### src/rtl/pulse_stretch_pkg.sv
// Shared types and constants for the LED pulse stretcher.
// Simulation-sized pulse lengths keep benches short.
package pulse_stretch_pkg;

    typedef enum logic [1:0] {
        IDLE = 2'd0,
        ON   = 2'd1,
        GAP  = 2'd2
    } ps_state_t;

    localparam int PS_ON_SIM  = 4;
    localparam int PS_OFF_SIM = 3;

endpackage

### src/rtl/stretch_timer.sv
// Down-counter shared by the ON and GAP phases.
// Loads on request, otherwise counts down and parks at zero.
module stretch_timer #(
    parameter int N = 21
) (
    input  logic         clk,
    input  logic         rst_n,
    input  logic         load_i,
    input  logic [N-1:0] load_val_i,
    output logic         zero_o,
    output logic [N-1:0] count_o
);

    logic [N-1:0] count_q, count_d;

    // Next count: load wins, else decrement until zero.
    always_comb begin
        count_d = count_q;
        if (load_i) begin
            count_d = load_val_i;
        end else if (count_q != '0) begin
            count_d = count_q - N'(1);
        end
    end

    // Counter register.
    always_ff @(posedge clk or negedge rst_n) begin
        if (!rst_n) begin
            count_q <= '0;
        end else begin
            count_q <= count_d;
        end
    end

    assign count_o = count_q;
    assign zero_o  = (count_q == '0);

endmodule

### src/rtl/pulse_stretch.sv
// Turns single-cycle ticks into fixed-length LED pulses with a
// mandatory low gap; extra ticks queue in a saturating counter.
module pulse_stretch
    import pulse_stretch_pkg::*;
#(
    parameter int ON_CYCLES  = 2_000_000,
    parameter int OFF_CYCLES = 2_000_000,
    parameter int N          = 21,
    parameter int PEND_W     = 3
) (
    input  logic              clk,
    input  logic              rst_n,
    input  logic              tick,
    input  logic              clr_ovf,
    output logic              led,
    output logic              busy,
    output logic [PEND_W-1:0] pending,
    output logic              ovf
);

    localparam logic [N-1:0]      ON_LOAD  = N'(ON_CYCLES - 1);
    localparam logic [N-1:0]      OFF_LOAD = N'(OFF_CYCLES - 1);
    localparam logic [PEND_W-1:0] PEND_MAX = '1;

    ps_state_t         state_q, state_d;
    logic [PEND_W-1:0] pend_q, pend_d;
    logic              led_q, led_d;
    logic              busy_q, busy_d;
    logic              ovf_q, ovf_d;
    logic              tmr_load;
    logic [N-1:0]      tmr_val;
    logic              tmr_zero;
    logic [N-1:0]      tmr_cnt_unused;
    logic              pend_inc;
    logic              pend_dec;

    stretch_timer #(
        .N(N)
    ) u_timer (
        .clk        (clk),
        .rst_n      (rst_n),
        .load_i     (tmr_load),
        .load_val_i (tmr_val),
        .zero_o     (tmr_zero),
        .count_o    (tmr_cnt_unused)
    );

    // Phase sequencing; a queued event starts before a new tick.
    always_comb begin
        state_d  = state_q;
        tmr_load = 1'b0;
        tmr_val  = ON_LOAD;
        pend_dec = 1'b0;
        unique case (state_q)
            IDLE: begin
                if (pend_q != '0) begin
                    state_d  = ON;
                    tmr_load = 1'b1;
                    pend_dec = 1'b1;
                end else if (tick) begin
                    state_d  = ON;
                    tmr_load = 1'b1;
                end
            end
            ON: begin
                if (tmr_zero) begin
                    state_d  = GAP;
                    tmr_load = 1'b1;
                    tmr_val  = OFF_LOAD;
                end
            end
            GAP: begin
                if (tmr_zero) begin
                    if (pend_q != '0) begin
                        state_d  = ON;
                        tmr_load = 1'b1;
                        pend_dec = 1'b1;
                    end else begin
                        state_d = IDLE;
                    end
                end
            end
            default: state_d = IDLE;
        endcase
        led_d  = (state_d == ON);
        busy_d = (state_d != IDLE);
    end

    // Pending queue: a tick is queued unless it starts a pulse
    // directly from an empty IDLE; +1 and -1 on one edge cancel.
    always_comb begin
        pend_inc = tick && !((state_q == IDLE) && (pend_q == '0));
        pend_d   = pend_q;
        ovf_d    = ovf_q;
        if (clr_ovf) begin
            ovf_d = 1'b0;
        end
        if (pend_inc && !pend_dec) begin
            if (pend_q == PEND_MAX) begin
                ovf_d = 1'b1;
            end else begin
                pend_d = pend_q + PEND_W'(1);
            end
        end else if (pend_dec && !pend_inc) begin
            pend_d = pend_q - PEND_W'(1);
        end
    end

    // State and registered outputs.
    always_ff @(posedge clk or negedge rst_n) begin
        if (!rst_n) begin
            state_q <= IDLE;
            pend_q  <= '0;
            led_q   <= 1'b0;
            busy_q  <= 1'b0;
            ovf_q   <= 1'b0;
        end else begin
            state_q <= state_d;
            pend_q  <= pend_d;
            led_q   <= led_d;
            busy_q  <= busy_d;
            ovf_q   <= ovf_d;
        end
    end

    assign led     = led_q;
    assign busy    = busy_q;
    assign pending = pend_q;
    assign ovf     = ovf_q;

endmodule

### config.mk
export PLATFORM = sky130hd
export DESIGN_NAME = pulse_stretch
export DESIGN_NICKNAME = d
export VERILOG_FILES = /design/src/rtl/pulse_stretch_pkg.sv /design/src/rtl/stretch_timer.sv /design/src/rtl/pulse_stretch.sv
export SDC_FILE = /design/constraint.sdc
export NUM_CORES = 1
export LEC_CHECK = 0
export ABC_CLOCK_PERIOD_IN_PS = 3450
export CAP_MARGIN = 20
export CORE_UTILIZATION = 50
export DETAILED_ROUTE_END_ITERATION = 6
export GPL_TIMING_DRIVEN = 0
export HOLD_SLACK_MARGIN = 0.15
export PLACE_DENSITY = 0.68
export SLEW_MARGIN = 20
export SYNTH_ARGS = -nofsm -noshare
export SYNTH_HDL_FRONTEND = slang
export SYNTH_SLANG_ARGS = --single-unit
### constraint.sdc
create_clock -name clk -period 3.45 [get_ports clk]
set_input_delay 0.69 -clock clk [delete_from_list [all_inputs] [get_ports clk]]
set_output_delay 0.69 -clock clk [all_outputs]
set_load 0.02 [all_outputs]
==> out/results.tsv, run 1 <==
metric	value	unit
met3 Use GR	0.0491	
CP Max Fanout	7	
P_leak	0.711	nW
gr busiest metal	met2	
# nets final	190	
clock sinks	29	
Clock transition at path regs	0.10	ns
Via density	5.46	
cell taking the most area after synthesis	dfrtp_1	
Post-CTS Setup Inserts	0	
1st-pass router iterations	4	
setup TNS	0	ns
GP Congestion	0.776	
number of cell rows	20	
H-tree depth	2	
Inserted Clock Buffers	5	
Worst Reg2Reg Path Length in Cells	11	
mean post-synth cell area	9.41	um2
Slew headroom	0.507	
Max-Cap Viols	0	
Routed wire per std cell	13.5	um
IO Count	10	
Final period util	0.932	
top cells by area, synth	dfrtp_1, nor2_1, nand2_1	
starting density of the core	0.522	
Hold-fix buffers, CTS	0	
Cells after Synth	168	
first-pass GRT wire length	5290	um
Most common cell on crit path	ha_1	
ys flop type	dfrtp_1	
number of I/O port buffers	9	
clock skew	0.0122	ns
initial drt markers	50	
Antenna Nets Post-Route	0	
Netlist cell types	42	
Clock Tree Buf Depth	2	
RSZ-0062 raised after global routing	false	
Async SR Flop Fraction	1.00	
Clock Tree Root	clkbuf_4	
drt total wl	3090	um
core box area	0.00303	mm2
share of post-route cells with drive strength above 1	0.114	
Net Count, Synth	174	
die width	58.2	um
worst flop-to-flop path endpoint	pending[2]$_DFFE_PN0P_	
VDD IR max	0.000343	V
CP Class	flip-flop to flip-flop	
share of the synthesized area in the top cell type	0.459	
Yosys reg bits	29	
most frequent cells in the layout	dfrtp_1, nor2_1, nand2_1	
grt total ovfl	0	
Layout area overhead	13.7	%
design area	0.00180	mm2
startpoint types	flip-flop	
Place WS	0.243	ns
post_cts resized	0	
minimum clock period	3.22	ns
All-Layer GR Usage	0.212	
Syn. warnings	0	
Hold WC Path Type	input port to async pin	
DR vias	1250	
Worst Path Required	3.72	ns
part of the Yosys area used for sequential elements	0.459	
Worst Path Buf+Inv	1	
Crit path arrival time	3.49	ns
CP top delay family	compound AO/OA/AOI/OAI gates	
placed inst area	0.00172	mm2
worst path cell trace	inv_1 > ha_1 > or3b_2 > nor2_1 > a41oi_1 > o21ai_1 > xor2_1 > ha_1 > or2_2 > a221o_1 > a21oi_1	
status	finished, final reports clean	
antenna violations before repair	0	
met1 Track Usage GR	0.265	
GR Util met2	0.335	
largest net degree at the start of global routing	30	
most common cell after layout, fill and taps aside	dfrtp_1	
hold violation total from the final report	0	
actual slew at the worst max-slew pin	0.739	ns
drc violations	0	
placed wire-length estimate	2170	um
Mapped Area	0.00158	mm2
CP max stage delay	0.53	ns
vias in the first global route	1193	
final setup vio count	0	
number of synthesized flops with an enable pin	0	
CTS tree	yes	
Clock Latency Late Sink	0.34	ns
DIE HEIGHT	58.2	um
ant diodes	0	
Final WS setup	0.234	ns
Filler cells	290	
Max Fclk	311	MHz
CP max stage cell	or3b_2	
max-slew violations	0	
Die Footprint	0.00339	mm2
CP Capture Type	flip-flop	
r2r setup slk	0.23	ns
PwrDens	567	mW/mm2
r2r startpoint	u_timer.count_o[0]$_DFFE_PN0P_	
-- sequential cells by signal, summed over array words and instances, names as in the netlist --
signal,cells
busy,1
led,1
ovf,1
state_q,2
u_timer.count_o,21
pending,3
-- kinds of logic (layout without fill, tap and decap cells) --
group | count (synthesis) | count (layout) | synth area share
AOI/OAI and AO/OA | 31 | 31 | 0.146
xor gates and xnor gates | 15 | 15 | 0.0831
adders and majority gates | 2 | 2 | 0.0158
buffers and inverters | 13 | 30 | 0.0403
DFF | 29 | 29 | 0.459
muxes | 1 | 1 | 0.00633
and+or+nand+nor | 77 | 77 | 0.250
-- how the worst max path moves through the flow --
stage                               startpoint  depth (start not counted)                     end  slack (ns)
5_1_grt         u_timer.count_o[0]$_DFFE_PN0P_                         11  pending[2]$_DFFE_PN0P_        0.04
3_5_place_dp    u_timer.count_o[0]$_DFFE_PN0P_                         11  pending[2]$_DFFE_PN0P_        0.24
6_report        u_timer.count_o[0]$_DFFE_PN0P_                         11  pending[2]$_DFFE_PN0P_        0.23
3_3_place_gp   u_timer.count_o[10]$_DFFE_PN0P_                          9  pending[2]$_DFFE_PN0P_        0.32
2_1_floorplan   u_timer.count_o[0]$_DFFE_PN0P_                         11  pending[2]$_DFFE_PN0P_        0.61
4_1_cts         u_timer.count_o[0]$_DFFE_PN0P_                         11  pending[2]$_DFFE_PN0P_        0.23
-- cell usage after synthesis, types with 2 or more instances --
cell,instances
a21oi_1,7
buf_6,2
clkbuf_1,4
dfrtp_1,29
ha_1,2
inv_1,7
nand2_1,22
nand3_1,3
nand4_1,3
nand4b_1,2
nor2_1,23
nor3_1,6
nor4_1,2
o211ai_1,3
o21ai_0,4
o22ai_1,4
o41ai_1,2
or2_2,2
or3_1,2
or4_1,3
or4_4,2
xnor2_1,7
xor2_1,8
-- stage by stage --
stage               cells   util  power (mW)  hold WS (ns)
floorplan             168      -       0.678         0.394
global placement      221  0.570       0.771         0.490
detailed placement    221  0.569       0.788         0.507
CTS                   229  0.592        1.03         0.387
global route          229  0.594        1.09         0.425
finish                229  0.594        1.02         0.367
-- metal layers --
layer  part of all wire  vias up
met2               0.49        8
met3              0.018        5
met1               0.47      611
li1                   -      626
met5                  0        -
met4              0.019        0
-- where the power goes --
| part | switching, mW | total (mW) | internal (mW) |
|---|---|---|---|
| registers | 0.0642 | 0.462 | 0.398 |
| logic | 0.168 | 0.317 | 0.149 |
| clock network | 0.123 | 0.241 | 0.118 |
| total | 0.355 | 1.02 | 0.665 |
-- worst register-to-register path, cell delays in order (launching register included) --
cell	delay, ns
dfrtp_1	0.40
inv_1	0.09
ha_1	0.18
or3b_2	0.53
nor2_1	0.19
a41oi_1	0.20
o21ai_1	0.46
xor2_1	0.14
ha_1	0.25
or2_2	0.30
a221o_1	0.30
a21oi_1	0.11
-- cell type report --
type | count | area [um2] | area share
buffer | 6 | 37.5 | 0.0209
clock buffer | 7 | 65.1 | 0.0362
clock inverter | 1 | 5.00 | 0.00278
inverter | 7 | 26.3 | 0.0146
multi-input combinational | 126 | 798 | 0.444
sequential | 29 | 726 | 0.404
tap | 44 | 55.1 | 0.0306
timing repair buffer | 9 | 85.1 | 0.0473
Note: power is estimated with default switching activity, not from simulation.
==> run 2: changes to the inputs <==
--- a/config.mk
+++ b/config.mk
@@ -7,12 +7,13 @@
 export LEC_CHECK = 0
 export ABC_CLOCK_PERIOD_IN_PS = 3450
 export CAP_MARGIN = 20
+export CORE_ASPECT_RATIO = 1.75
 export CORE_UTILIZATION = 50
 export DETAILED_ROUTE_END_ITERATION = 6
-export GPL_TIMING_DRIVEN = 0
 export HOLD_SLACK_MARGIN = 0.15
 export PLACE_DENSITY = 0.68
 export SLEW_MARGIN = 20
 export SYNTH_ARGS = -nofsm -noshare
 export SYNTH_HDL_FRONTEND = slang
 export SYNTH_SLANG_ARGS = --single-unit
+export TNS_END_PERCENT = 5
==> run 2 against run 1 <==
Effect of this change: hold slack better by 0.14 ns; worst setup slack better by 0.32 ns; combinational power down 2%; critical path type unchanged; largest cell class unchanged.
==> out/results.tsv, run 2 (synthesis results as in run 1) <==
metric	value	unit
PwrDens	584	mW/mm2
CP top delay family	simple AND/OR/NAND/NOR gates	
placed wire-length estimate	2270	um
vias in the first global route	1167	
actual slew at the worst max-slew pin	0.628	ns
P_leak	0.712	nW
most frequent cells in the layout	dfrtp_1, nor2_1, nand2_1	
Final period util	0.840	
Most common cell on crit path	ha_1	
startpoint types	flip-flop	
largest net degree at the start of global routing	30	
Routed wire per std cell	14.0	um
multi-input logic area	792	um2
worst path cell trace	inv_1 > ha_1 > or3b_2 > nor2_1 > a41oi_1 > o21ai_1 > xor2_1 > ha_1 > or2_2 > a221o_1 > a21oi_1	
most common cell after layout, fill and taps aside	dfrtp_1	
Crit path arrival time	3.11	ns
antenna violations before repair	0	
minimum clock period	2.90	ns
Antenna Nets Post-Route	0	
grt total ovfl	0	
share of post-route cells with drive strength above 1	0.0984	
CP Max Fanout	6	
Clock Tree Buf Depth	2	
Slew headroom	0.578	
GP Congestion	0.857	
design area	0.00180	mm2
VDD IR max	0.000345	V
number of I/O port buffers	9	
Via density	5.56	
initial drt markers	33	
Clock Tree Root	clkbuf_8	
number of cell rows	26	
fin util	0.607	
All-Layer GR Usage	0.208	
CP Class	flip-flop to flip-flop	
DR vias	1250	
H-tree depth	2	
hold path startpoint	u_timer.count_o[20]$_DFFE_PN0P_	
Post-CTS Setup Inserts	0	
CP startpoint	u_timer.count_o[0]$_DFFE_PN0P_	
drt total wl	3140	um
Clock Latency Late Sink	0.28	ns
Layout area overhead	13.6	%
clock skew	0.00524	ns
IO Count	10	
Filler cells	251	
Seq. cell area	726	um2
r2r startpoint	u_timer.count_o[0]$_DFFE_PN0P_	
Max Fclk	345	MHz
# nets final	188	
max-slew violations	0	
placed inst area	0.00172	mm2
final setup vio count	0	
Hold WC Path Type	flip-flop to flip-flop	
clock sinks	29	
RSZ-0062 raised after global routing	false	
Clock transition at path regs	0.06	ns
drc violations	0	
CTS tree	yes	
Inserted Clock Buffers	5	
Largest register FFs	21	
Hold-fix buffers, CTS	0	
die width	44.5	um
hold violation total from the final report	0	
core box area	0.00296	mm2
DIE HEIGHT	76.4	um
setup TNS	0	ns
Worst Path Buf+Inv	1	
starting density of the core	0.534	
CP max stage delay	0.52	ns
first-pass GRT wire length	5220	um
ant diodes	0	
Die Footprint	0.00340	mm2
post_cts resized	0	
CP max stage cell	or3b_2	
Max-Cap Viols	0	
total power	1.05	mW
1st-pass router iterations	4	
Worst Path Required	3.66	ns
CP Capture Type	flip-flop	
status	finished, final reports clean	
[run 2: final cells by class]
| type | instances | area share |
|---|---|---|
| repair buffers | 13 | 0.0669 |
| inverters | 7 | 0.0146 |
| well taps | 42 | 0.0292 |
| clock buffers | 8 | 0.0446 |
| flip-flops and latches | 29 | 0.404 |
| multi-input cells | 126 | 0.441 |
[run 2: power breakdown]
group	total (mW)	switching, mW	leakage, nW	internal, mW
Combinational	0.310	0.160	0.346	0.150
Clock	0.264	0.121	0.0395	0.143
Sequential	0.477	0.0783	0.327	0.399
Total	1.05	0.359	0.712	0.691
[run 2: metal layers]
layer,GRT usage,vias to the layer above,share of wire
met5,0,-,0
met4,0.0788,0,0.017
met3,0.0569,7,0.031
met2,0.365,20,0.55
met1,0.226,605,0.40
li1,-,618,-
[run 2: per-stage QoR]
stage	worst slack (ns)	cells	hold WS [ns]
floorplan	0.607	168	0.394
detailed placement	0.572	217	0.493
CTS	0.555	225	0.508
global placement	0.693	217	0.500
global route	0.401	225	0.552
finish	0.554	225	0.509
[run 2: worst paths after layout]
kind | to | slack, ns | cells after the start
setup / recovery | pending[2]$_DFFE_PN0P_ | 0.55 | 11
max in group asynchronous | u_timer.count_o[11]$_DFFE_PN0P_ | 2.39 | 2
hold reg to reg | u_timer.count_o[20]$_DFFE_PN0P_ | 0.51 | 2
min in group asynchronous | busy$_DFF_PN0_ | 0.78 | 2
hold / removal | u_timer.count_o[20]$_DFFE_PN0P_ | 0.51 | 2
setup reg to reg | pending[2]$_DFFE_PN0P_ | 0.55 | 11
[run 2: worst register-to-register path: stages (launching register included)]
cell and delay, ns:
dfrtp_1 0.39, inv_1 0.09, ha_1 0.17, or3b_2 0.52, nor2_1 0.20, a41oi_1 0.19
o21ai_1 0.22, xor2_1 0.10, ha_1 0.23, or2_2 0.30, a221o_1 0.31, a21oi_1 0.12
==> run 3: changes to the inputs <==
--- a/config.mk
+++ b/config.mk
@@ -5,13 +5,13 @@
 export SDC_FILE = /design/constraint.sdc
 export NUM_CORES = 1
 export LEC_CHECK = 0
-export ABC_CLOCK_PERIOD_IN_PS = 3450
+export ABC_CLOCK_PERIOD_IN_PS = 2600
 export CAP_MARGIN = 20
 export CORE_ASPECT_RATIO = 1.75
 export CORE_UTILIZATION = 50
 export DETAILED_ROUTE_END_ITERATION = 6
 export HOLD_SLACK_MARGIN = 0.15
-export PLACE_DENSITY = 0.68
+export PLACE_DENSITY = 0.71
 export SLEW_MARGIN = 20
 export SYNTH_ARGS = -nofsm -noshare
 export SYNTH_HDL_FRONTEND = slang
==> constraint.sdc (replaced) <==
create_clock -name clk -period 2.6 [get_ports clk]
set_input_delay 0.52 -clock clk [delete_from_list [all_inputs] [get_ports clk]]
set_output_delay 0.52 -clock clk [all_outputs]
set_load 0.02 [all_outputs]
==> run 3 against run 2 <==
Effect of this change: count of clock-buffer cells in the layout shrank 1; design area grew 9.3%; global-route usage grew 1.8 points; first-iteration DRC count grew 27%; non-clock buffer count grew 15; clock skew grew 0.0019 ns; flip-flop and latch count is the same; wire length grew 9.5%; critical path type unchanged; critical endpoint unchanged.
==> out/results.tsv, run 3 (synthesis results as in run 1) <==
metric	value	unit
status	finished, final reports clean	
starting density of the core	0.534	
Crit path arrival time	2.76	ns
clock skew	0.00718	ns
drt total wl	3440	um
CP max stage delay	0.49	ns
Layout area overhead	24.2	%
drc violations	0	
final setup vio count	0	
most common cell after layout, fill and taps aside	dfrtp_1	
Largest register FFs	21	
Antenna Nets Post-Route	0	
Clock transition at path regs	0.06	ns
hold violation total from the final report	0	
most frequent cells in the layout	dfrtp_1, nor2_1, nand2_1	
startpoint types	flip-flop	
Layout Cells excl Fill	239	
Max-Cap Viols	0	
GP Congestion	0.802	
number of cell rows	26	
Inserted Clock Buffers	5	
antenna violations before repair	0	
Slew headroom	0.652	
Place WS	-0.0422	ns
DR vias	1311	
worst path cell trace	inv_1 > ha_4 > or3b_4 > buf_4 > or4_4 > nor2_8 > o211ai_4 > a221o_1 > a21oi_2	
Hold-fix buffers, CTS	0	
initial drt markers	42	
VDD IR max	0.000465	V
CP Max Fanout	7	
core box area	0.00296	mm2
Final period util	0.982	
CTS tree	yes	
share of post-route cells with drive strength above 1	0.213	
All-Layer GR Usage	0.226	
minimum clock period	2.55	ns
vias in the first global route	1271	
CP max stage cell	or4_4	
CP Class	flip-flop to flip-flop	
ant diodes	0	
P_leak	0.791	nW
IO Count	10	
clock sinks	29	
Routed wire per std cell	14.4	um
die width	44.5	um
grt total ovfl	0	
Max Fclk	392	MHz
Clock Latency Late Sink	0.28	ns
placed wire-length estimate	2440	um
Final WS setup	0.0472	ns
Die Footprint	0.00340	mm2
Via density	5.49	
CP Capture Type	flip-flop	
placed cells	224	
1st-pass router iterations	4	
# nets final	203	
actual slew at the worst max-slew pin	0.523	ns
H-tree depth	2	
PwrDens	780	mW/mm2
Clock Tree Root	clkbuf_8	
first-pass GRT wire length	5640	um
Worst Path Required	2.81	ns
Clock Tree Buf Depth	2	
r2r setup slk	0.05	ns
Hold WC Path Type	flip-flop to flip-flop	
largest net degree at the start of global routing	30	
max-slew violations	0	
number of I/O port buffers	9	
DIE HEIGHT	76.4	um
run 3: routing by layer:
layer,GRT usage,part of all wire,vias up
met1,0.248,0.37,625
met5,0,0,-
met2,0.381,0.56,26
met4,0.109,0.034,0
met3,0.0640,0.032,11
li1,-,-,649
run 3: critical path, delay by kind of cell (launching register included):
kind	cells	cell delay [ns]
AND/OR/NAND/NOR	3	1.08
flip-flops	1	0.39
buffers and inverters	2	0.25
AO/OA/AOI/OAI	3	0.63
adder cells (fa/ha/maj)	1	0.13
run 3: path summary, 6_finish.rpt:
| path | startpoint | end | cells past startpoint |
|---|---|---|---|
| max | u_timer.count_o[1]$_DFFE_PN0P_ | pending[2]$_DFFE_PN0P_ | 9 |
| min | u_timer.count_o[20]$_DFFE_PN0P_ | u_timer.count_o[20]$_DFFE_PN0P_ | 2 |
| max in group asynchronous | rst_n | u_timer.count_o[19]$_DFFE_PN0P_ | 2 |
| min in group asynchronous | rst_n | u_timer.count_o[13]$_DFFE_PN0P_ | 2 |
| min reg2reg | u_timer.count_o[20]$_DFFE_PN0P_ | u_timer.count_o[20]$_DFFE_PN0P_ | 2 |
| max reg2reg | u_timer.count_o[1]$_DFFE_PN0P_ | pending[2]$_DFFE_PN0P_ | 9 |
run 3: through the flow:
step / total power, mW / utilization / hold slack (ns) / TNS, ns / instance area, um2
finish: 1.53 / 0.664 / 0.511 / 0 / 1960
global route: 1.63 / 0.664 / 0.546 / -0.0243 / 1960
CTS: 1.47 / 0.642 / 0.514 / 0 / 1900
detailed placement: 1.10 / 0.608 / 0.499 / -0.0422 / 1800
global placement: 1.07 / 0.608 / 0.493 / 0 / 1800
floorplan: 0.908 / - / 0.224 / 0 / 1610
run 3: report_power, final:
group	switching, mW	leakage (nW)	internal [mW]
sequential	0.0667	0.327	0.529
combinational	0.291	0.420	0.281
clock	0.154	0.0443	0.209
total	0.512	0.791	1.02
run 3: layout make-up:
class                   count  area, um2
multi-input cells         126        841
clock buffers               7       86.3
fillers                   231        996
flip-flops and latches     29        726
inverters                   7       26.3
well taps                  42       52.6
repair buffers             28        233
run 3: what timing repair did:
| item | 4_1_cts | 5_1_grt |
|---|---|---|
| endpoints found under the setup margin | 1 | 1 |
| pin swaps | 2 | 2 |
| buffers inserted | 2 | 6 |
| resized for setup | 0 | 5 |
